## src/rtl/alarm_pkg.sv

```systemverilog
// alarm_pkg: shared state, time and edit-field types for the alarm sequencer
package alarm_pkg;
  localparam int HOURS_PER_DAY = 24;
  localparam int MIN_PER_HOUR = 60;
  typedef logic [4:0] hour_t;
  typedef logic [5:0] min_t;
  typedef enum logic [2:0] {DISARMED, ARMED, EDIT_H, EDIT_M, RINGING, SNOOZE} state_e;
  localparam logic [1:0] EDIT_NONE = 2'd0;
  localparam logic [1:0] EDIT_HOUR = 2'd1;
  localparam logic [1:0] EDIT_MIN = 2'd2;
endpackage

```

## src/rtl/alarm_sequencer_beep_pattern.sv

```systemverilog
// beep_pattern: on/off beep gate with BEAT_CYC half-period and rotating pitch index
// Ports: clk, rst_n (async active-low); run holds the pattern alive (0 clears it),
// restart starts a fresh pattern with the tone on; tone_on gate, tone_sel pitch 0..3.
module beep_pattern #(
  parameter int BEAT_CYC = 25_000_000
) (
  input  logic       clk,
  input  logic       rst_n,
  input  logic       run,
  input  logic       restart,
  output logic       tone_on,
  output logic [1:0] tone_sel
);
  localparam int CW = $clog2(BEAT_CYC + 1);
  logic [CW-1:0] cnt_q, cnt_d;
  logic tone_q, tone_d, wrap;
  logic [1:0] sel_q, sel_d;
  always_comb begin
    wrap = cnt_q == CW'(BEAT_CYC - 1);
    cnt_d = (!run || restart || wrap) ? '0 : cnt_q + 1'b1;
    tone_d = run && (restart || (wrap ? !tone_q : tone_q));
    // pitch advances on each silent->sounding edge
    sel_d = (!run || restart) ? 2'd0 : (wrap && !tone_q) ? sel_q + 2'd1 : sel_q;
  end
  always_ff @(posedge clk or negedge rst_n) begin
    if (!rst_n) begin
      cnt_q <= '0;
      tone_q <= 1'b0;
      sel_q <= 2'd0;
    end else begin
      cnt_q <= cnt_d;
      tone_q <= tone_d;
      sel_q <= sel_d;
    end
  end
  assign tone_on = tone_q;
  assign tone_sel = sel_q;
endmodule

```

## src/rtl/alarm_sequencer.sv

```systemverilog
// alarm_sequencer: alarm setpoint editor and ring/snooze sequencer gating the PWM tone generator
// Ports: clk, rst_n (async active-low); sec_tick and cur_hour/min/sec from the timekeeper;
// alarm_en level switch and btn_* one-cycle pulses; alarm_hour/min setpoint; tone_on/tone_sel
// to the tone generator; ringing/snoozing/editing status (editing 0 none, 1 hour, 2 minute).
// Define ALARM_ESCALATE_EN to add volume[1:0], stepping up every 10 ring seconds.
module alarm_sequencer
  import alarm_pkg::*;
#(
  parameter int BEAT_CYC   = 25_000_000,
  parameter int RING_SEC   = 60,
  parameter int SNOOZE_SEC = 300,
  parameter int MAX_SNOOZE = 3,
  parameter int RST_HOUR   = 7,
  parameter int RST_MIN    = 0
) (
  input  logic       clk,
  input  logic       rst_n,
  input  logic       sec_tick,
  input  logic [4:0] cur_hour,
  input  logic [5:0] cur_min,
  input  logic [5:0] cur_sec,
  input  logic       alarm_en,
  input  logic       btn_set,
  input  logic       btn_inc,
  input  logic       btn_snooze,
  input  logic       btn_stop,
  output logic [4:0] alarm_hour,
  output logic [5:0] alarm_min,
  output logic       tone_on,
  output logic [1:0] tone_sel,
  output logic       ringing,
  output logic       snoozing,
`ifdef ALARM_ESCALATE_EN
  output logic [1:0] volume,
`endif
  output logic [1:0] editing
);
  localparam int RW = $clog2(RING_SEC + 2);
  localparam int TW = $clog2(SNOOZE_SEC + 2);
  localparam int SW = $clog2(MAX_SNOOZE + 2);
  state_e state_q, state_d;
  hour_t hour_q, hour_d;
  min_t min_q, min_d;
  logic [RW-1:0] ring_q, ring_d;
  logic [TW-1:0] tmr_q, tmr_d;
  logic [SW-1:0] snz_q, snz_d;
  logic ringing_q, snoozing_q, match, ring_en;
  logic [1:0] editing_q;
  assign match = sec_tick && cur_hour == hour_q && cur_min == min_q && cur_sec == '0;
  always_comb begin
    state_d = state_q;
    hour_d = hour_q;
    min_d = min_q;
    ring_d = ring_q;
    tmr_d = tmr_q;
    snz_d = snz_q;
    case (state_q)
      DISARMED: state_d = btn_set ? EDIT_H : alarm_en ? ARMED : DISARMED;
      ARMED: begin
        state_d = btn_set ? EDIT_H : !alarm_en ? DISARMED : match ? RINGING : ARMED;
        if (!btn_set && alarm_en && match) begin
          ring_d = '0;
          snz_d = '0;
        end
      end
      EDIT_H: begin
        if (btn_inc) hour_d = (hour_q == hour_t'(HOURS_PER_DAY - 1)) ? '0 : hour_q + 1'b1;
        if (btn_set) state_d = EDIT_M;
      end
      EDIT_M: begin
        if (btn_inc) min_d = (min_q == min_t'(MIN_PER_HOUR - 1)) ? '0 : min_q + 1'b1;
        if (btn_set) state_d = alarm_en ? ARMED : DISARMED;
      end
      RINGING: begin
        // priority: disarm, stop (or exhausted snooze), snooze, then second-tick timeout
        if (!alarm_en) state_d = DISARMED;
        else if (btn_stop || (btn_snooze && snz_q >= SW'(MAX_SNOOZE))) state_d = ARMED;
        else if (btn_snooze) begin
          state_d = SNOOZE;
          snz_d = snz_q + 1'b1;
          tmr_d = TW'(SNOOZE_SEC);
        end else if (sec_tick) begin
          ring_d = ring_q + 1'b1;
          if (ring_d >= RW'(RING_SEC)) state_d = ARMED;
        end
      end
      SNOOZE: begin
        if (!alarm_en) state_d = DISARMED;
        else if (btn_stop) state_d = ARMED;
        else if (sec_tick) begin
          if (tmr_q <= TW'(1)) begin
            state_d = RINGING;
            ring_d = '0;
          end else tmr_d = tmr_q - 1'b1;
        end
      end
      default: state_d = DISARMED;
    endcase
  end
  // the beep is launched on the transition so tone_on rises with ringing
  assign ring_en = state_d == RINGING;
  beep_pattern #(.BEAT_CYC(BEAT_CYC)) u_beep (
    .clk      (clk),
    .rst_n    (rst_n),
    .run      (ring_en),
    .restart  (ring_en && state_q != RINGING),
    .tone_on  (tone_on),
    .tone_sel (tone_sel)
  );
  always_ff @(posedge clk or negedge rst_n) begin
    if (!rst_n) begin
      state_q <= DISARMED;
      hour_q <= hour_t'(RST_HOUR);
      min_q <= min_t'(RST_MIN);
      ring_q <= '0;
      tmr_q <= '0;
      snz_q <= '0;
      ringing_q <= 1'b0;
      snoozing_q <= 1'b0;
      editing_q <= EDIT_NONE;
    end else begin
      state_q <= state_d;
      hour_q <= hour_d;
      min_q <= min_d;
      ring_q <= ring_d;
      tmr_q <= tmr_d;
      snz_q <= snz_d;
      ringing_q <= state_d == RINGING;
      snoozing_q <= state_d == SNOOZE;
      editing_q <= (state_d == EDIT_H) ? EDIT_HOUR : (state_d == EDIT_M) ? EDIT_MIN : EDIT_NONE;
    end
  end
`ifdef ALARM_ESCALATE_EN
  logic [1:0] vol_q;
  always_ff @(posedge clk or negedge rst_n) begin
    if (!rst_n) vol_q <= 2'd0;
    else vol_q <= !ring_en ? 2'd0 : (int'(ring_d) >= 30) ? 2'd3 : 2'(int'(ring_d) / 10);
  end
  assign volume = vol_q;
`endif
  assign alarm_hour = hour_q;
  assign alarm_min = min_q;
  assign ringing = ringing_q;
  assign snoozing = snoozing_q;
  assign editing = editing_q;
endmodule

```

## config.mk

```make
export PLATFORM = sky130hd
export DESIGN_NAME = alarm_sequencer
export DESIGN_NICKNAME = d
export VERILOG_FILES = /design/src/rtl/alarm_pkg.sv /design/src/rtl/alarm_sequencer_beep_pattern.sv /design/src/rtl/alarm_sequencer.sv
export SDC_FILE = /design/constraint.sdc
export NUM_CORES = 1
export LEC_CHECK = 0
export BUFFER_PORTS_ARGS = -buffer_cell sky130_fd_sc_hd__buf_2
export CAP_MARGIN = 15
export CORE_ASPECT_RATIO = 1.75
export CORE_MARGIN = 5
export CORE_UTILIZATION = 45
export DETAILED_ROUTE_END_ITERATION = 8
export PLACE_DENSITY = 0.72
export REMOVE_ABC_BUFFERS = 1
export SLEW_MARGIN = 20
export SYNTH_ARGS = -nofsm -noshare
export SYNTH_HDL_FRONTEND = slang
export SYNTH_SLANG_ARGS = --single-unit
```

## constraint.sdc

```tcl
create_clock -name clk -period 2.7 [get_ports clk]
set_input_delay 0.54 -clock clk [delete_from_list [all_inputs] [get_ports clk]]
set_output_delay 0.54 -clock clk [all_outputs]
set_load 0.01 [all_outputs]
```

## Word-level counts from Yosys, hierarchy flattened

Cells that the tools add are included.

- Bits in registers: 64
- Word-level logic and storage cells: 123

- Multiplexer cells: 48
- Add/sub/neg operators: 7
- Equal/unequal tests: 26
- $lt $le $gt $ge: 3
- Reductions and logical operators: 27

Operators with widths:

| cell | count |
|---|---|
| $mux 9 | 7 |
| $mux 6 | 10 |
| $mux 3 | 19 |
| $add 25x1->25 const B | 1 |
| $eq 25x25->1 const B | 1 |
| $mux 25 | 1 |
| $ne 2x2->1 const B | 11 |
| $pmux 3 s6 | 1 |
| $pmux 6 s3 | 1 |
| $pmux 9 s2 | 1 |
| $add 6x1->6 const B | 2 |
| $eq 3x2->1 const B | 4 |
| $eq 3x3->1 const B | 4 |
| $reduce_and 10->1 | 1 |
| $le 9x1->1 const B | 1 |
| $logic_and 1x1->1 | 9 |
| $sub 9x1->9 const B | 1 |
| $mux 2 | 4 |
| $reduce_and 8->1 | 1 |
| $eq 6x6->1 | 1 |
| $eq 6x6->1 const B | 1 |
| $ge 6x6->1 const B | 1 |
| $logic_not 6->1 | 1 |
| $pmux 3 s2 | 1 |
| other kinds (17) | 26 |

## Longest topological paths before layout

- Depth in word-level cells: 13
- Mapped depth: 9

## By module

Synthesis repeated with hierarchy kept, for this count alone.

- Cell total of the unflattened synthesis: 403
- Area, all modules: 3793.6 µm²

By module, submodules not included:

| module | cells each | area an instance (µm²) | times used | seq. area each (µm²) |
|---|---|---|---|---|
| alarm_sequencer | 254 | 2321.0 | 1 | 904.6 |
| beep_pattern | 149 | 1472.7 | 1 | 700.7 |

## Worst setup path after synthesis

No wires, ideal clock.

- Path type: register -> register
- Start point: reg snz_q[0]
- End point: reg tmr_q[8]
- Data arrival time: 1920 ps
- Stages on the path, launching flop included: 10
- Path buffers: 1
- Data required time: 2580 ps
- Setup time: 120 ps
- Path slack: 660 ps
- Cells stage by stage: dfrtp_1 -> ha_1 -> ha_1 -> a211oi_1 -> a21oi_1 -> nor4b_2 -> buf_2 -> nand4_1 -> xnor2_1 -> nand2_1

- Longest elaborated chain between the ends: 5

RTL lines:

| element | RTL line | text |
|---|---|---|
| start: declaration | alarm_sequencer.sv:46 | `logic [SW-1:0] snz_q, snz_d;` |
| start signal: assignment | alarm_sequencer.sv:127 | `snz_q <= snz_d;` |
| $ge 3x2->1 | alarm_sequencer.sv:77 | `else if (btn_stop \|\| (btn_snooze && snz_q >= SW'(MAX_SNOOZE))) state_d = ARMED;` |
| $logic_and 1x1->1 | alarm_sequencer.sv:77 |  |
| $logic_or 1x1->1 | alarm_sequencer.sv:77 |  |
| $ne 2x2->1 (no line) | - |  |
| $reduce_and 8->1 (no line) | - |  |
| end signal: assignment | alarm_sequencer.sv:126 | `tmr_q <= tmr_d;` |
| end: declaration | alarm_sequencer.sv:45 | `logic [TW-1:0] tmr_q, tmr_d;` |

Every way passes these cells.
A chain may end at the register's enable or synchronous reset.

## Final worst setup path

- Start point: reg snz_q[0]
- End point: reg u_beep.cnt_q[3]

- Longest elaborated chain between the ends: 11

RTL lines:

| element | RTL line | text |
|---|---|---|
| $ge 3x2->1 (*) | alarm_sequencer.sv:77 |  |
| $logic_and 1x1->1 (*) | alarm_sequencer.sv:77 |  |
| $logic_or 1x1->1 (*) | alarm_sequencer.sv:77 |  |
| $mux 3 (*) | alarm_sequencer.sv:77 |  |
| $mux 3 (*) | alarm_sequencer.sv:76 | `if (!alarm_en) state_d = DISARMED;` |
| $pmux 3 s6 (*) | alarm_sequencer.sv:57 | `case (state_q)` |
| $eq 3x3->1 (*) | alarm_sequencer.sv:101 | `assign ring_en = state_d == RINGING;` |
| $logic_not 1->1 or $logic_and 1x1->1 (tied branches) | alarm_sequencer_beep_pattern.sv:20, alarm_sequencer.sv:106 |  |
| $logic_or 1x1->1 (*) (2 in a row) | alarm_sequencer_beep_pattern.sv:20 | `cnt_d = (!run \|\| restart \|\| wrap) ? '0 : cnt_q + 1'b1;` |
| $mux 25 (*) | alarm_sequencer_beep_pattern.sv:20 |  |
| via u_beep.cnt_d[3] | alarm_sequencer_beep_pattern.sv:15 | `logic [CW-1:0] cnt_q, cnt_d;` |
| end signal: assignment | alarm_sequencer_beep_pattern.sv:31 | `cnt_q <= cnt_d;` |
| end: declaration | alarm_sequencer_beep_pattern.sv:15 |  |

The timed path passes the listed nets; every way through them passes the cells marked *.

==> tab_implementation.tex <==
\begin{tabular}{lr}
\hline
Metric & Value \\
\hline
\multicolumn{2}{l}{\textbf{Placed design}} \\
\quad Final weighted congestion in routability-driven placement & 0.833 \\
\quad Cell count after placement & 552 \\
\quad Port bufs & 42 \\
\quad DP HPWL & 6070 um \\
\quad Place WS & 417 ps \\
\quad Placed Area & 4120 um2 \\
\multicolumn{2}{l}{\textbf{Detailed routing}} \\
\quad Number of search-and-repair iterations in the first detailed-routing pass & 5 \\
\quad Final routed wire length divided by cell count & 14.9 um \\
\quad DRC violations left & 0 \\
\quad DRT antenna net count & 0 \\
\quad Average vias per placed instance & 5.54 \\
\quad Final routed wirelength across all metal layers & 8450 um \\
\quad Via count & 3147 \\
\quad First DRT Iteration DRCs & 161 \\
\multicolumn{2}{l}{\textbf{Global route}} \\
\quad Number of antenna violations at the first check in global routing & 0 \\
\quad GRT Overall Usage & 17.9\% \\
\quad Global route total overflow & 0 \\
\quad Number of global-route vias before repair & 3323 \\
\quad Maximum number of pins on one net before global-route repair & 65 \\
\quad First-pass GRT wire length & 15000 um \\
\multicolumn{2}{l}{\textbf{Synthesis}} \\
\quad Synth Flop Type & sky130\_fd\_sc\_hd\_\_dfrtp\_1 \\
\quad Count of flip-flops with a built-in enable after synthesis & 0 \\
\quad Synthesized netlist cell count & 411 \\
\quad Mean Syn Cell Area & 9.30 um2 \\
\quad Share of synthesized registers carrying an async set or reset & 100\% \\
\quad Yosys warns & 0 \\
\quad Synthesized area & 3820 um2 \\
\quad Sequential element share of the synthesized area & 42.0\% \\
\quad Number of synthesized register bits & 64 \\
\quad Number of distinct library cell variants in the gate-level netlist after synthesis & 54 \\
\multicolumn{2}{l}{\textbf{Floorplan}} \\
\quad Effective utilization at floorplan & 46.0\% \\
\quad Die Height & 132 um \\
\quad Die Outline Area & 10500 um2 \\
\quad Standard cell core area & 8310 um2 \\
\quad Ports placed on the boundary & 43 \\
\quad FP Rows & 44 \\
\quad Die width & 79.7 um \\
\multicolumn{2}{l}{\textbf{Finish}} \\
\quad Layout cells sized above 1 & 18.1\% \\
\quad Total non-filler cell area in the finished layout & 4440 um2 \\
\quad Synth-to-Final Area Change & 16.1\% \\
\quad Most frequent cells in the layout & 61 x sky130\_fd\_sc\_hd\_\_dfrtp\_1, 56 x sky130\_fd\_sc\_hd\_\_nand2\_1, 42 x sky130\_fd\_sc\_hd\_\_buf\_2, 31 x sky130\_fd\_sc\_hd\_\_nor3\_1, 30 x sky130\_fd\_sc\_hd\_\_xor2\_1 \\
\quad Nets & 482 \\
\quad Non-filler cells, final & 568 \\
\quad Number of antenna cells inserted & 0 \\
\quad Most common library cell in the layout ignoring fill and taps & sky130\_fd\_sc\_hd\_\_dfrtp\_1 \\
\multicolumn{2}{l}{\textbf{CTS}} \\
\quad Number of buffers inserted by post-CTS setup repair & 0 \\
\quad Number of buffers inserted for hold repair after clock tree synthesis & 0 \\
\quad Maximum clock insertion buffer count & 2 \\
\quad Source-to-sink clock delay at the later pin of the worst-skew pair & 330 ps \\
\quad Clock root buffer & sky130\_fd\_sc\_hd\_\_clkbuf\_16 \\
\quad Number of clock sinks seen by CTS & 64 \\
\quad Level count of the clock H-tree & 3 \\
\quad Number of buffers created by CTS & 9 \\
\quad TritonCTS clock tree & done \\
\quad CTS clk-pin slew, worst paths & 60 ps \\
\quad Gates resized, CTS repair & 0 \\
\multicolumn{2}{l}{\textbf{Power}} \\
\quad Internal power & 0.00216 W \\
\quad Power share of the clock group & 39.1\% \\
\quad Part of the total power dissipated in combinational logic & 20.6\% \\
\quad NetSw & 0.00100 W \\
\quad Pwr per Cell Area & 712 nW/um2 \\
\quad Reported leakage power & 1.95 nW \\
\quad Max rail drop VDD & 504 uV \\
\quad Relative contribution of sequential cells to total power & 40.3\% \\
\quad Switching power as a share of total power & 31.8\% \\
\multicolumn{2}{l}{\textbf{Timing}} \\
\quad Worst clock skew & 6.15 ps \\
\quad Final Slew Violations & 0 \\
\quad Setup violators final & 0 \\
\quad Worst rel slew slack & 63.8\% \\
\quad Minimum clock period after layout & 2260 ps \\
\quad Maximum operating frequency & 0.442 GHz \\
\quad Transition time at the pin with the least slew margin & 539 ps \\
\quad Part of the cycle the worst path needs & 83.8\% \\
\quad Final Hold Violating Endpoints & 0 \\
\quad Unrepaired setup endpoints after global routing & no \\
\quad Minimum setup slack in the final design & 436 ps \\
\quad Worst hold slack after final layout & 220 ps \\
\quad Setup TNS after final layout & 0 ps \\
\multicolumn{2}{l}{\textbf{Setup path}} \\
\quad Biggest fanout along the worst timing path & 31 \\
\quad Crit. path cell count & 9 \\
\quad Number of cell instances on the worst register-to-register path & 9 \\
\quad Number of buffer and inverter stages on the critical path & 1 \\
\quad WP data arrival & 2480 ps \\
\quad Nature of the critical path endpoint & flop \\
\quad Family of cells with the greatest summed delay on the critical path & compound AO/OA/AOI/OAI gates \\
\quad Critical-path top delay cell & sky130\_fd\_sc\_hd\_\_dfrtp\_1 \\
\quad Worst Path Class, Setup & reg2reg \\
\quad Delay of the slowest critical-path stage & 420 ps \\
\quad CP Cell Sequence & ha\_1, ha\_1, a211o\_1, a21oi\_1, nand2\_1, a21oi\_1, nor3\_2, buf\_4, nor4b\_1 \\
\quad Worst endpoint required time & 2920 ps \\
\quad Critical Path Start Type & flop \\
\multicolumn{2}{l}{\textbf{Run}} \\
\quad Maximum Capacitance Violations & 0 \\
\multicolumn{2}{l}{\textbf{Status}} \\
\quad Run status & complete, no violations \\
\multicolumn{2}{l}{\textbf{Hold path}} \\
\quad Kind of path behind the tightest hold check & in2async \\
\hline
\end{tabular}
-- power by group through the flow --
stage                     registers, W  clock network [W]  logic [W]
after floorplan                0.00128                  0   0.000398
after global placement         0.00129                  0   0.000639
after detailed placement       0.00129                  0   0.000662
after CTS                      0.00128            0.00127   0.000663
after global routing           0.00130            0.00131   0.000733
final                          0.00127            0.00123   0.000651
-- synthesized netlist by cell type, types with 4 or more instances --
library cell | instances | area share, %
sky130_fd_sc_hd__o31ai_1 | 4 | 0.79
sky130_fd_sc_hd__nor2_1 | 23 | 2.3
sky130_fd_sc_hd__nor4_1 | 8 | 1.3
sky130_fd_sc_hd__nand4_1 | 13 | 2.1
sky130_fd_sc_hd__a21o_1 | 5 | 0.98
sky130_fd_sc_hd__and3_1 | 6 | 0.98
sky130_fd_sc_hd__clkbuf_1 | 6 | 0.59
sky130_fd_sc_hd__a21oi_1 | 8 | 1.0
sky130_fd_sc_hd__nor3_1 | 32 | 4.2
sky130_fd_sc_hd__dfrtp_1 | 61 | 40
sky130_fd_sc_hd__nand2_1 | 56 | 5.5
sky130_fd_sc_hd__xnor2_1 | 15 | 3.4
sky130_fd_sc_hd__nor4b_1 | 6 | 1.4
sky130_fd_sc_hd__o21ai_0 | 14 | 1.8
sky130_fd_sc_hd__ha_1 | 9 | 2.9
sky130_fd_sc_hd__and2_1 | 6 | 0.98
sky130_fd_sc_hd__and4_1 | 8 | 1.8
sky130_fd_sc_hd__inv_1 | 11 | 1.1
sky130_fd_sc_hd__xor2_1 | 30 | 6.9
sky130_fd_sc_hd__nand3_1 | 22 | 2.9
sky130_fd_sc_hd__buf_2 | 12 | 1.6
-- worst paths after layout --
| kind | startpoint | end | slack, ps |
|---|---|---|---|
| min reg2reg | alarm_hour[0] | alarm_hour[0] | 540 |
| min in group clk | alarm_hour[0] | alarm_hour[0] | 540 |
| max | snz_q[0] | u_beep.cnt_q[3] | 440 |
| min | rst_n | u_beep.cnt_q[17] | 220 |
| max in group asynchronous | rst_n | alarm_hour[0] | 2180 |
| max reg2reg | snz_q[0] | u_beep.cnt_q[3] | 440 |
-- sequential cells by signal (all words and copies together), names as in the netlist --
register and flops:
alarm_hour 5, alarm_min 6, editing 2, ring_q 6, ringing 1, snoozing 1
snz_q 3, state_q 3, tmr_q 9, u_beep.cnt_q 25, u_beep.tone_on 1, u_beep.tone_sel 2
-- routing by layer --
| metal | share of wire, % | track usage [%] | wire length [um] |
|---|---|---|---|
| met1 | 39 | 19.8 | 3330 |
| met2 | 53 | 31.4 | 4510 |
| met3 | 4.8 | 4.65 | 402 |
| met4 | 2.5 | 7.65 | 209 |
| met5 | 0 | 0 | 0 |
-- cell type report --
| class | instances | area (um2) |
|---|---|---|
| Tap cell | 115 | 144 |
| Fill cell | 767 | 3880 |
| Multi-Input combinational cell | 314 | 2060 |
| Clock inverter | 7 | 96.3 |
| Sequential cell | 64 | 1610 |
| Timing Repair Buffer | 47 | 260 |
| Inverter | 12 | 45.0 |
| Clock buffer | 9 | 225 |
-- kinds of logic (layout without fill, tap and decap cells) --
| logic type | after synthesis | count (layout) | share of synthesized area, % |
|---|---|---|---|
| AND/OR/NAND/NOR | 207 | 207 | 30.5 |
| flip-flops | 64 | 64 | 42.0 |
| AO/OA/AOI/OAI | 47 | 47 | 8.22 |
| XOR/XNOR | 45 | 45 | 10.3 |
| buffers and inverters | 33 | 75 | 4.22 |
| adder cells (fa/ha/maj) | 9 | 9 | 2.95 |
| multiplexers | 6 | 6 | 1.80 |
-- through the flow --
step | utilization, % | power (W)
2_1_floorplan | - | 0.00168
3_3_place_gp | 49.5 | 0.00192
3_5_place_dp | 49.5 | 0.00195
4_1_cts | 53.4 | 0.00321
5_1_grt | 53.4 | 0.00335
6_report | 53.4 | 0.00316
(Power assumes the default switching activity.)
